===== src/rtl/serial_packet_sender_if.sv =====
// Parallel-side bundle of the serial packet sender.
// The master drives tick, start, len and data. The slave returns the line and status.
interface serial_packet_sender_if #(
   parameter int DATA_W = 15
);
   logic              tick;
   logic              start;
   logic [3:0]        len;
   logic [DATA_W-1:0] data;
   logic              serOut;
   logic              busy;
   logic              done;
   logic [3:0]        bits_left;

   modport master (
      output tick, start, len, data,
      input  serOut, busy, done, bits_left
   );

   modport slave (
      input  tick, start, len, data,
      output serOut, busy, done, bits_left
   );
endinterface


===== src/rtl/serial_packet_sender.sv =====
// Frames a parallel payload as header, 4-bit length, then payload bits, all MSB first.
// The line advances one bit per tick.
//
// state | meaning
// IDLE  | line low, waiting for start
// HDR   | shifting HEADER[3..0]
// LEN   | shifting len_r[3..0]
// DATA  | shifting data_r[len_r-1..0]; bits_left counts down
// DONE  | single-cycle done pulse, then back to IDLE
module serial_packet_sender #(
   parameter logic [3:0] HEADER = 4'b1101,
   parameter int         DATA_W = 15
) (
   input logic                  clk,
   input logic                  rst,
   serial_packet_sender_if.slave link
);

   if (DATA_W != 15) begin : g_width_check
      $error("DATA_W must be 15, the largest count the 4-bit length field can express");
   end

   typedef enum logic [2:0] {
      IDLE = 3'd0,
      HDR  = 3'd1,
      LEN  = 3'd2,
      DATA = 3'd3,
      DONE = 3'd4
   } state_t;

   state_t            state, state_nxt;
   logic [3:0]        idx, idx_nxt;
   logic [3:0]        len_r, len_nxt;
   logic [DATA_W-1:0] data_r, data_nxt;
   logic              ser_r, ser_nxt;
   logic [3:0]        bl_r, bl_nxt;
   logic [3:0]        idx_dec;
   logic [3:0]        len_dec;

   always_ff @(posedge clk) begin
      if (rst) begin
         state  <= IDLE;
         idx    <= 4'd0;
         len_r  <= 4'd0;
         data_r <= '0;
         ser_r  <= 1'b0;
         bl_r   <= 4'd0;
      end else begin
         state  <= state_nxt;
         idx    <= idx_nxt;
         len_r  <= len_nxt;
         data_r <= data_nxt;
         ser_r  <= ser_nxt;
         bl_r   <= bl_nxt;
      end
   end

   always_comb begin
      state_nxt = state;
      idx_nxt   = idx;
      len_nxt   = len_r;
      data_nxt  = data_r;
      ser_nxt   = ser_r;
      bl_nxt    = bl_r;
      idx_dec   = idx - 4'd1;
      len_dec   = len_r - 4'd1;

      case (state)
         IDLE: begin
            ser_nxt = 1'b0;
            bl_nxt  = 4'd0;
            // A tick arriving together with start is deliberately not counted as a bit advance.
            if (link.start) begin
               len_nxt   = link.len;
               data_nxt  = link.data;
               idx_nxt   = 4'd3;
               ser_nxt   = HEADER[3];
               bl_nxt    = link.len;
               state_nxt = HDR;
            end
         end
         HDR: begin
            if (link.tick) begin
               if (idx != 4'd0) begin
                  idx_nxt = idx_dec;
                  ser_nxt = HEADER[idx_dec[1:0]];
               end else begin
                  idx_nxt   = 4'd3;
                  ser_nxt   = len_r[3];
                  state_nxt = LEN;
               end
            end
         end
         LEN: begin
            if (link.tick) begin
               if (idx != 4'd0) begin
                  idx_nxt = idx_dec;
                  ser_nxt = len_r[idx_dec[1:0]];
               end else if (len_r != 4'd0) begin
                  idx_nxt   = len_dec;
                  ser_nxt   = data_r[len_dec];
                  state_nxt = DATA;
               end else begin
                  idx_nxt   = 4'd0;
                  ser_nxt   = 1'b0;
                  bl_nxt    = 4'd0;
                  state_nxt = DONE;
               end
            end
         end
         DATA: begin
            if (link.tick) begin
               bl_nxt = bl_r - 4'd1;
               if (idx != 4'd0) begin
                  idx_nxt = idx_dec;
                  ser_nxt = data_r[idx_dec];
               end else begin
                  ser_nxt   = 1'b0;
                  bl_nxt    = 4'd0;
                  state_nxt = DONE;
               end
            end
         end
         DONE: begin
            ser_nxt   = 1'b0;
            bl_nxt    = 4'd0;
            state_nxt = IDLE;
         end
         default: begin
            ser_nxt   = 1'b0;
            bl_nxt    = 4'd0;
            state_nxt = IDLE;
         end
      endcase
   end

   assign link.serOut    = ser_r;
   assign link.busy      = (state == HDR) || (state == LEN) || (state == DATA);
   assign link.done      = (state == DONE);
   assign link.bits_left = bl_r;

endmodule


===== src/flat_wrapper.sv =====
// flat-port wrapper written by rule: the top's interface ports become plain ports
module serial_packet_sender_flat 
#(
   parameter logic [3:0] HEADER = 4'b1101,
   parameter int         DATA_W = 15
)
  (clk, rst, link_tick, link_start, link_len, link_data, link_serOut, link_busy, link_done, link_bits_left);
  serial_packet_sender_if #(.DATA_W(DATA_W)) link_i ();
  input logic clk;
  input logic rst;
  input wire logic [$bits(link_i.tick)-1:0] link_tick;
  input wire logic [$bits(link_i.start)-1:0] link_start;
  input wire logic [$bits(link_i.len)-1:0] link_len;
  input wire logic [$bits(link_i.data)-1:0] link_data;
  output wire logic [$bits(link_i.serOut)-1:0] link_serOut;
  output wire logic [$bits(link_i.busy)-1:0] link_busy;
  output wire logic [$bits(link_i.done)-1:0] link_done;
  output wire logic [$bits(link_i.bits_left)-1:0] link_bits_left;
  assign link_i.tick = link_tick;
  assign link_i.start = link_start;
  assign link_i.len = link_len;
  assign link_i.data = link_data;
  assign link_serOut = link_i.serOut;
  assign link_busy = link_i.busy;
  assign link_done = link_i.done;
  assign link_bits_left = link_i.bits_left;
  serial_packet_sender #(.HEADER(HEADER), .DATA_W(DATA_W)) u_core (.clk(clk), .rst(rst), .link(link_i));
endmodule

===== config.mk =====
export PLATFORM = sky130hd
export DESIGN_NAME = serial_packet_sender_flat
export DESIGN_NICKNAME = d
export VERILOG_FILES = /design/src/rtl/serial_packet_sender_if.sv /design/src/rtl/serial_packet_sender.sv /design/src/flat_wrapper.sv
export SDC_FILE = /design/constraint.sdc
export NUM_CORES = 1
export LEC_CHECK = 0
export BUFFER_PORTS_ARGS = -buffer_cell sky130_fd_sc_hd__buf_2
export CORE_MARGIN = 3
export CORE_UTILIZATION = 50
export CTS_BUF_LIST = sky130_fd_sc_hd__clkbuf_8
export DETAILED_ROUTE_END_ITERATION = 12
export PLACE_DENSITY = 0.78
export SLEW_MARGIN = 0
export SYNTH_ARGS = -nofsm -noshare
export SYNTH_HDL_FRONTEND = slang
export SYNTH_SLANG_ARGS = --single-unit

===== constraint.sdc =====
create_clock -name clk -period 2.3 [get_ports clk]
set_clock_uncertainty 0.15 [all_clocks]
set_input_delay 0.46 -clock clk [delete_from_list [all_inputs] [get_ports clk]]
set_output_delay 0.46 -clock clk [all_outputs]
set_load 0.05 [all_outputs]

==> flow_metrics.py <==
metrics = {
    "synthesis": {
        "synth_nets": 248,
        "synth-edff-count": 0,
        "syn_area_um2": 1815,
        "syn-instance-count": 220,
        "yosysUniqueCellTypes": 46,
        "synth_top_area_share_pct": 34.18,
        "synth_seq_cells": 31,
        "async_reset_ff_share_pct": 0,
        "ys_warn_count": 0,
        "synth.largest_area_cell": "dfxtp_1",
        "synth_area_leaders": "dfxtp_1 34%, mux4_2 8.7%, nand2_1 8.5%",
        "ys.flop_type": "dfxtp_1",
        "ys_seq_area_share_pct": 34.18,
        "syn_area_per_cell_um2": 8.252,
    },
    "timing": {
        "final-hold-violation-count": 0,
        "fmax_mhz": 455.6,
        "fin_crit_ps": 2195,
        "grt_setup_unrepaired": "no",
        "tightest_slew_ps": 540.4,
        "finalSetupTns_ps": 0,
        "slew_headroom_pct": 63.97,
        "finalSetupViolCount": 0,
        "hold_slack_ps": 251.6,
        "slew_viol_final": 0,
        "period_share_pct": 95.43,
    },
    "floorplanning": {
        "dieArea_um2": 4390,
        "initial_core_util_pct": 53.15,
        "fp-row-count": 21,
        "coreArea_um2": 3416,
        "die_h_um": 66.26,
        "io_pins": 30,
        "die_width_um": 66.26,
    },
    "grt": {
        "grt.total_usage_pct": 21.51,
        "grt_pass1_vias": 1577,
        "grt_pass1_wl_um": 7169,
        "grt_max_degree": 32,
        "antenna_found_initial": 0,
        "overflow": 0,
    },
    "setup_path": {
        "cp_slowest_cell": "mux4_2",
        "critPathKind": "reg -> reg",
        "end_kind": "flip-flop",
        "crit_chain": "inv_1 > ha_2 > xor2_4 > mux4_2 > mux2_2 > o21ai_1 > a31oi_1",
        "cp.required_ps": 2320,
        "crit_path_start_kind": "flip-flop",
        "max_stage_delay_ps": 530,
        "cp.arrival_ps": 2220,
        "critical_path_depth": 7,
        "crit_family": "multiplexers",
        "r2r_cells": 7,
        "critPathBufInv": 1,
        "cp_max_fo": 4,
    },
    "clocking": {
        "clk_latency_ps": 290,
        "cts.path.max_buffers": 2,
        "clock_sinks": 31,
        "cts_tree": "built",
        "cts_buffers": 5,
        "clk_pin_slew_ps": 70,
        "root_buffer": "clkbuf_8",
        "cts-htree-levels": 2,
    },
    "final_layout": {
        "n_antenna_cell": 0,
        "nets": 281,
        "fin_util_pct": 62.93,
        "areaGrowthSynthToFinish_pct": 18.40,
        "layout_common_cells": "41 x nand2_1, 30 x dfxtp_1, 29 x buf_2, 24 x a21oi_1, 20 x nor2_1",
        "layout-drive-gt1-share_pct": 24.80,
        "layout_commonest_cell": "nand2_1",
    },
    "detailed_routing": {
        "route.detailed.drc": 0,
        "antenna_left": 0,
        "via_per_inst": 5.727,
        "vias": 1718,
        "wl_um": 4265,
        "wl_per_cell_um": 14.22,
        "dr.first_iter.drc_count": 201,
        "dr.pass1.iters": 4,
    },
    "placed_design": {
        "dp_hpwl_um": 3032,
        "gp_congestion": 0.8673,
        "port_buffers": 29,
    },
    "power_and_ir_drop": {
        "leakage_nw": 0.8434,
        "max-vdd-ir-drop_uv": 432.3,
        "power.density_nw_per_um2": 716.0,
    },
    "run_status": {
        "status": "completed",
    },
    "hold_path": {
        "hold_depth": 3,
        "hp-class": "in -> reg",
    },
    "flow_run": {
        "max-cap-violations": 0,
    },
}
[flip-flops by register name, summed over array words and instances (netlist names)]
signal and count:
u_core.data_r 15, u_core.idx 4, u_core.len_r 4, u_core.link.bits_left 4
u_core.state 3, u_core.link.serOut 1
[final timing paths]
kind | endpoint | start | slack, ps
max | u_core.link.serOut | u_core.idx[0] | 110
min reg2reg | u_core.data_r[8] | u_core.data_r[8] | 320
max reg2reg | u_core.link.serOut | u_core.idx[0] | 110
min | u_core.data_r[8] | link_data[8] | 250
[power breakdown]
group | internal (mW) | total (mW) | switching [mW]
logic | 0.218 | 0.489 | 0.272
registers | 0.581 | 0.629 | 0.0476
clock network | 0.207 | 0.421 | 0.214
[metal layers]
layer | vias up | wire (µm) | track usage (%) | part of all wire, %
met5 | - | 0 | 0 | 0
li1 | 844 | - | - | -
met2 | 52 | 2130 | 34.57 | 50
met4 | 0 | 70 | 9.898 | 1.6
met1 | 817 | 1786 | 26.89 | 42
met3 | 5 | 277 | 5.272 | 6.5
[worst register-to-register path, cell delays in order (launching register included)]
cell,delay (ps)
dfxtp_1,310
inv_1,130
ha_2,240
xor2_4,240
mux4_2,530
mux2_2,280
o21ai_1,130
a31oi_1,80
[layout make-up]
type	instances	area, µm²
clock buffers	5	68.82
clock inverters	3	16.27
fillers	315	1266
inverters	10	37.54
multi-input cells	166	1127
flip-flops and latches	31	621.8
well taps	46	57.56
repair buffers	39	220.2
[logic make-up (layout without fill, tap and decap cells)]
kind of cell	after synthesis	after routing	share of synthesized area [%]
simple gates	86	86	22.67
compound gates	56	56	19.30
flops	31	31	34.18
buf+inv	23	57	5.445
mux	12	12	11.51
fa+ha+maj	6	6	3.997
xor+xnor	6	6	2.895
[cell usage after synthesis, drive strengths merged, types with 3 or more instances]
library cell	count
a2111oi	3
a211oi	3
a21oi	24
a22oi	4
buf	6
clkbuf	7
dfxtp	31
ha	5
inv	10
mux2i	4
mux4	7
nand2	41
nand3	5
nor2	20
nor3	5
o21ai	12
xnor2	3
xor2	3
[repair_timing]
action	4_1_cts	5_1_grt
setup endpoints to repair	0	5
gates resized for setup	0	5
hold buffers	0	0
buffers inserted	0	1
[through the flow]
step           instance area, µm²  setup slack [ps]  power (mW)  cells
2_1_floorplan                1824             54.09      0.9852    220
4_1_cts                      2117             60.16       1.526    299
3_3_place_gp                 2032             119.3       1.100    291
3_5_place_dp                 2032             56.47       1.109    291
5_1_grt                      2150             8.517       1.628    300
6_report                     2150             105.2       1.539    300
Note: power is estimated with default switching activity, not from simulation.
